## src/rtl/cache_2way_wb.sv

```systemverilog
// cache_2way_wb
//   Two-way set-associative, write-back, write-allocate cache between a CPU
//   load/store port and a line-wide RAM controller. Only one request is
//   outstanding at a time. Each set has one LRU bit that names the way to
//   evict next.
//
// Ports
//   clk, reset      rising-edge clock; synchronous active-high reset
//   cpu_addr        request word address: tag | idx | off
//   cpu_wdata       store data
//   cpu_rd, cpu_wr  request strobes, held until cpu_ready (write wins if both)
//   cpu_rdata       load data (or the stored word); holds until next completion
//   cpu_ready       one-cycle completion pulse
//   hit             qualifies cpu_ready: 1 = served without RAM traffic
//   mem_addr        line address with the offset bits forced to 0
//   mem_wdata       victim line during write-back
//   mem_rdata       fetched line, captured on mem_cmplt in FETCH
//   mem_rd, mem_wr  fetch / write-back strobes, held until mem_cmplt
//   mem_cmplt       RAM completion
//
// state  | meaning
// IDLE   | wait for a request; register address, data and op
// LOOKUP | tag compare; on hit complete the access, on miss choose a victim
// WB     | write the dirty victim line back to RAM
// FETCH  | read the requested line from RAM
// FILL   | install the fetched line (clean), then re-run LOOKUP
module cache_2way_wb #(
  parameter int ADDR_W = 24,
  parameter int DATA_W = 8,
  parameter int WORDS  = 4,
  parameter int SETS   = 16
) (
  input  logic                    clk,
  input  logic                    reset,
  input  logic [ADDR_W-1:0]       cpu_addr,
  input  logic [DATA_W-1:0]       cpu_wdata,
  input  logic                    cpu_rd,
  input  logic                    cpu_wr,
  output logic [DATA_W-1:0]       cpu_rdata,
  output logic                    cpu_ready,
  output logic                    hit,
  output logic [ADDR_W-1:0]       mem_addr,
  output logic [WORDS*DATA_W-1:0] mem_wdata,
  input  logic [WORDS*DATA_W-1:0] mem_rdata,
  output logic                    mem_rd,
  output logic                    mem_wr,
  input  logic                    mem_cmplt
);

  localparam int OFF_W  = $clog2(WORDS);
  localparam int IDX_W  = $clog2(SETS);
  localparam int TAG_W  = ADDR_W - OFF_W - IDX_W;
  localparam int LINE_W = WORDS * DATA_W;

  typedef enum logic [2:0] {
    S_IDLE,
    S_LOOKUP,
    S_WB,
    S_FETCH,
    S_FILL
  } state_t;

  state_t state, state_nxt;

  logic [LINE_W-1:0] data_arr [2][SETS];
  logic [TAG_W-1:0]  tag_arr  [2][SETS];
  logic [1:0]        valid_q  [SETS];
  logic [1:0]        dirty_q  [SETS];
  logic [SETS-1:0]   lru_q;

  logic [ADDR_W-1:0] req_addr;
  logic [DATA_W-1:0] req_wdata;
  logic              req_wr;
  logic              missed_q;   // request went through a miss; final hit=0
  logic              victim_q;
  logic [LINE_W-1:0] fill_line;

  logic [OFF_W-1:0]  req_off;
  logic [IDX_W-1:0]  req_idx;
  logic [TAG_W-1:0]  req_tag;
  logic [1:0]        way_hit;
  logic              lookup_hit;
  logic              hit_way;
  logic              victim_way;
  logic              victim_dirty;
  logic [LINE_W-1:0] hit_line;
  logic [DATA_W-1:0] rd_word;
  logic              accept;

  assign req_off = req_addr[OFF_W-1:0];
  assign req_idx = req_addr[OFF_W +: IDX_W];
  assign req_tag = req_addr[ADDR_W-1 -: TAG_W];

  assign way_hit[0] = valid_q[req_idx][0] && (tag_arr[0][req_idx] == req_tag);
  assign way_hit[1] = valid_q[req_idx][1] && (tag_arr[1][req_idx] == req_tag);
  assign lookup_hit = |way_hit;
  assign hit_way    = way_hit[1];

  // Fill empty ways first (way0 before way1); only a full set uses LRU.
  assign victim_way   = !valid_q[req_idx][0] ? 1'b0 :
                        !valid_q[req_idx][1] ? 1'b1 : lru_q[req_idx];
  assign victim_dirty = valid_q[req_idx][victim_way] && dirty_q[req_idx][victim_way];

  assign hit_line = data_arr[hit_way][req_idx];
  assign rd_word  = hit_line[int'(req_off)*DATA_W +: DATA_W];

  // A request still held during the cpu_ready cycle is the one just served.
  assign accept = (cpu_rd || cpu_wr) && !cpu_ready;

  always_ff @(posedge clk) begin
    if (reset) begin
      state <= S_IDLE;
    end else begin
      state <= state_nxt;
    end
  end

  always_comb begin
    state_nxt = state;
    mem_rd    = 1'b0;
    mem_wr    = 1'b0;
    mem_addr  = '0;
    mem_wdata = '0;
    case (state)
      S_IDLE: begin
        if (accept) state_nxt = S_LOOKUP;
      end
      S_LOOKUP: begin
        if (lookup_hit)        state_nxt = S_IDLE;
        else if (victim_dirty) state_nxt = S_WB;
        else                   state_nxt = S_FETCH;
      end
      S_WB: begin
        mem_wr    = 1'b1;
        mem_addr  = {tag_arr[victim_q][req_idx], req_idx, {OFF_W{1'b0}}};
        mem_wdata = data_arr[victim_q][req_idx];
        if (mem_cmplt) state_nxt = S_FETCH;
      end
      S_FETCH: begin
        mem_rd   = 1'b1;
        mem_addr = {req_tag, req_idx, {OFF_W{1'b0}}};
        if (mem_cmplt) state_nxt = S_FILL;
      end
      S_FILL: begin
        state_nxt = S_LOOKUP;
      end
      default: begin
        state_nxt = S_IDLE;
      end
    endcase
  end

  always_ff @(posedge clk) begin
    if (reset) begin
      cpu_ready <= 1'b0;
      hit       <= 1'b0;
      cpu_rdata <= '0;
      lru_q     <= '0;
      req_addr  <= '0;
      req_wdata <= '0;
      req_wr    <= 1'b0;
      missed_q  <= 1'b0;
      victim_q  <= 1'b0;
      fill_line <= '0;
      for (int s = 0; s < SETS; s++) begin
        valid_q[s] <= '0;
        dirty_q[s] <= '0;
      end
    end else begin
      cpu_ready <= 1'b0;
      hit       <= 1'b0;
      case (state)
        S_IDLE: begin
          if (accept) begin
            req_addr  <= cpu_addr;
            req_wdata <= cpu_wdata;
            req_wr    <= cpu_wr;
            missed_q  <= 1'b0;
          end
        end
        S_LOOKUP: begin
          if (lookup_hit) begin
            cpu_ready      <= 1'b1;
            hit            <= !missed_q;
            cpu_rdata      <= req_wr ? req_wdata : rd_word;
            lru_q[req_idx] <= ~hit_way;
            if (req_wr) dirty_q[req_idx][hit_way] <= 1'b1;
          end else begin
            missed_q <= 1'b1;
            victim_q <= victim_way;
          end
        end
        S_FETCH: begin
          if (mem_cmplt) fill_line <= mem_rdata;
        end
        S_FILL: begin
          valid_q[req_idx][victim_q] <= 1'b1;
          dirty_q[req_idx][victim_q] <= 1'b0;
        end
        default: ;
      endcase
    end
  end

  // Line and tag storage carry no reset; valid bits guard their contents.
  always_ff @(posedge clk) begin
    if (!reset) begin
      if (state == S_LOOKUP && lookup_hit && req_wr) begin
        data_arr[hit_way][req_idx][int'(req_off)*DATA_W +: DATA_W] <= req_wdata;
      end else if (state == S_FILL) begin
        data_arr[victim_q][req_idx] <= fill_line;
        tag_arr[victim_q][req_idx]  <= req_tag;
      end
    end
  end

endmodule

```

## config.mk

```make
export PLATFORM = sky130hd
export DESIGN_NAME = cache_2way_wb
export DESIGN_NICKNAME = d
export VERILOG_FILES = /design/src/rtl/cache_2way_wb.sv
export SDC_FILE = /design/constraint.sdc
export NUM_CORES = 2
export LEC_CHECK = 0
export CAP_MARGIN = 25
export CORE_MARGIN = 2
export CORE_UTILIZATION = 45
export CTS_BUF_LIST = sky130_fd_sc_hd__clkbuf_2
export CTS_CLUSTER_SIZE = 14
export DETAILED_ROUTE_END_ITERATION = 10
export PLACE_DENSITY_LB_ADDON = 0.15
export SLEW_MARGIN = 5
export SYNTH_ARGS = -nofsm -noshare
export SYNTH_HDL_FRONTEND = slang
export SYNTH_SLANG_ARGS = --single-unit
```

## constraint.sdc

```tcl
create_clock -name clk -period 14.7 [get_ports clk]
set_clock_uncertainty 0.15 [all_clocks]
set_input_delay 2.94 -clock clk [delete_from_list [all_inputs] [get_ports clk]]
set_output_delay 2.94 -clock clk [all_outputs]
set_load 0.1 [all_outputs]
```

==> metrics <==
vias post-DR 48894; Post-DRT Antenna Nets 0; top cells by count, synth edfxtp_1, mux4_2, nand2_1; worst-path maximum fanout 59; status complete, no violations; cell taking the most area after synthesis edfxtp_1; total gr overflow 0; final slew viol count 0; Hold EP valid_q[6][1]; Mapped Cells 4614; final instance area 88700 um^2; RSZ-0062 raised after global routing false; worst hold start valid_q[6][1]; final hold violation count 0; cell at the slowest stage of the critical path clkdlybuf4s50_1; slew margin rel. 16.1%; Synth Cell Area 79500 um^2; post-cts gate resize count 0; Fillers 14831; Die Wd 424 um; post-CTS setup buffer count 0; CTS buffer count 449; Final min period 10.29 ns; Top FF cell, synth edfxtp_1; reg2reg setup slack 6.33 ns; R2R Path End cpu_rdata[7]; first-pass GRT wire length 353000 um; Crit path max-delay family buffers and inverters; worst skew pair latency 1.88 ns; PortBufs 134; share of the synthesized area in the top cell type 61.7%; Post-CTS Hold Buffers 0; pwr/cell area 115 nW/um^2; Leak 0.0314 uW; Tightest Pin Transition 1.26 ns; worst min path class register to register; gr usage total 27.6%; CTS Buffer Depth 4; floorplan die height 424 um; CTS root buf clkbuf_2; H-tree levels 5; largest net degree at the start of global routing 162; Worst Path Buf+Inv 3; crit-path cells buf_4, buf_4, nand2b_2, o22ai_1, or2_2, mux2i_1, a21oi_1, a21oi_1, clkdlybuf4s50_1; DPL Wire Length 153000 um; maxcap violations 0; Crit path largest cell delay 1.23 ns; EDFF count, synth 1632; core area 176000 um^2; DRT iter0 DRCs 5972; Setup Viol. Count Final 0; Worst-path clk slew 0.10 ns; nature of the critical path startpoint register; number of global-route vias before repair 49115; Seq cells post-synth 1765; most common cell in the netlist edfxtp_1; gpl congestion 0.894; WHS Path Cells 1; routed wire length 250000 um; Crit. End Element output pin; Period Utilization, post-route 70.0%; CTS tree yes; I/O pin count 137; row count 154; Ys Warns 0; starting density of the core 45.2%; Cell variety after synth 78; drt drc 0; most area-consuming cells after synthesis edfxtp_1, mux4_2, mux2i_1; VDD IR-drop max 84.9 uV; Routed WL per cell 32.1 um; initial antenna violation count 10; Net count, final 5161; Post-DP Area 84200 um^2; sequential share of the synthesized area 65.0%; CTS Sinks 1765; CP Data Arrival Time 7.20 ns; Max Freq 97.2 MHz; layout cells sized above 1 31.4%; FF-to-FF path depth 16; Synth-to-Final Area Change 11.6%; Final TNS setup 0 ns; vias per cell 6.28; asr flop ratio synth 0%; Reg2Reg Launch Point req_addr[2]; CP required 11.61 ns; Crit Path Category register to output pin; router iterations before antenna repair 6; Die ar. 180000 um^2; Avg Cell Area, Syn 17.2 um^2
[stage by stage]
| stage | utilization, % | setup slack, ns | power (uW) | std cells | hold WS (ns) |
|---|---|---|---|---|---|
| floorplan | - | 6.75 | 6470 | 4615 | 0.248 |
| global placement | 47.6 | 6.22 | 6930 | 6906 | 0.278 |
| detailed placement | 47.9 | 6.24 | 6940 | 6944 | 0.283 |
| CTS | 50.2 | 4.12 | 10300 | 7747 | 0.303 |
| global route | 50.5 | 3.92 | 10600 | 7783 | 0.330 |
| finish | 50.5 | 4.41 | 10200 | 7785 | 0.304 |
[registers in the layout, summed over array words and instances (netlist names), 16 cells and up, named ones only]
name,flops
dirty_q,32
fill_line,32
tag_arr,576
data_arr,1024
valid_q,32
req_addr,24
lru_q,16
[routing by layer]
layer	up-vias	part of all wire [%]	routed length, um	global-route usage (%)
li1	20102	-	-	-
met1	25557	39	97700	37.4
met2	2718	47	118000	43.2
met3	511	9.4	23600	6.03
met4	6	4.1	10300	12.0
met5	-	0.016	41	0
[kinds of logic (layout without fill, tap and decap cells)]
kind of cell	Yosys count	after routing	synth area share [%]
flip-flops	1765	1765	65.0
multiplexers	1004	1004	23.0
AND/OR/NAND/NOR	819	819	4.43
AO/OA/AOI/OAI	589	589	4.80
buffers and inverters	390	1214	2.25
XOR/XNOR	41	41	0.452
adder cells (fa/ha/maj)	5	5	0.0787
other	1	8	0.00472
[worst max path at each step]
stage,startpoint,to,cells after the start
after CTS,register,mem_wdata[17],8
after detailed placement,req_addr[2],mem_addr[22],9
final,req_addr[3],mem_addr[10],9
after global placement,req_addr[2],mem_addr[22],9
after floorplan,req_addr[3],mem_wdata[10],16
after global routing,register,mem_wdata[16],8
[layout make-up]
cell class                 instances  area [um^2]  share of cell area (%)
tap                             2340         2930                    3.30
inverter                          18         78.8                  0.0889
antenna                            6         15.0                  0.0169
timing repair buffer             393         3730                    4.21
multi-input combinational       2460        26200                    29.5
clock inverter                   141          746                   0.841
clock buffer                     662         3310                    3.74
sequential                      1765        51700                    58.3
[worst register-to-register path: stages (launching register included)]
cell and delay [ns]:
dfxtp_4 0.76, buf_4 0.85, buf_4 0.65, nor2_4 0.07
buf_4 0.38, a22oi_1 0.28, nor2b_1 0.28, o2111ai_1 0.16
or4_4 0.56, or4_1 0.55, buf_4 0.29, nor2_8 0.82
buf_4 0.67, mux4_1 0.65, a2111oi_0 0.72, o311ai_0 0.26
and3_1 0.23
[power by group]
group | leakage, uW | switching (uW) | internal, uW
Sequential | 0.0178 | 51.2 | 5510
Combinational | 0.0105 | 861 | 433
Clock | 0.00313 | 2030 | 1330
Total | 0.0314 | 2940 | 7270
[cells in the final DEF (no fill, tap or decap), types with 14 or more instances in the layout]
| master | netlist | final |
|---|---|---|
| mux2i_1 | 304 | 304 |
| nand3_1 | 65 | 65 |
| dfxtp_1 | 133 | 128 |
| o22ai_1 | 120 | 120 |
| a31oi_1 | 33 | 31 |
| xnor2_1 | 31 | 31 |
| buf_6 | 9 | 14 |
| a21o_1 | 32 | 32 |
| edfxtp_1 | 1632 | 1632 |
| mux4_2 | 616 | 616 |
| a21oi_1 | 148 | 148 |
| a22o_1 | 36 | 36 |
| nor2_2 | 0 | 33 |
| o21ai_0 | 89 | 89 |
| mux2_2 | 59 | 59 |
| clkinv_1 | 1 | 106 |
| buf_4 | 21 | 216 |
| clkdlybuf4s50_1 | 0 | 133 |
| mux4_1 | 25 | 25 |
| nor3_1 | 50 | 50 |
| clkbuf_2 | 0 | 663 |
| clkinv_2 | 0 | 27 |
| nor2_1 | 305 | 271 |
| nand2_1 | 306 | 300 |
| a211oi_1 | 14 | 14 |
| a22oi_1 | 18 | 18 |
Power figures use the tool's default switching activity.
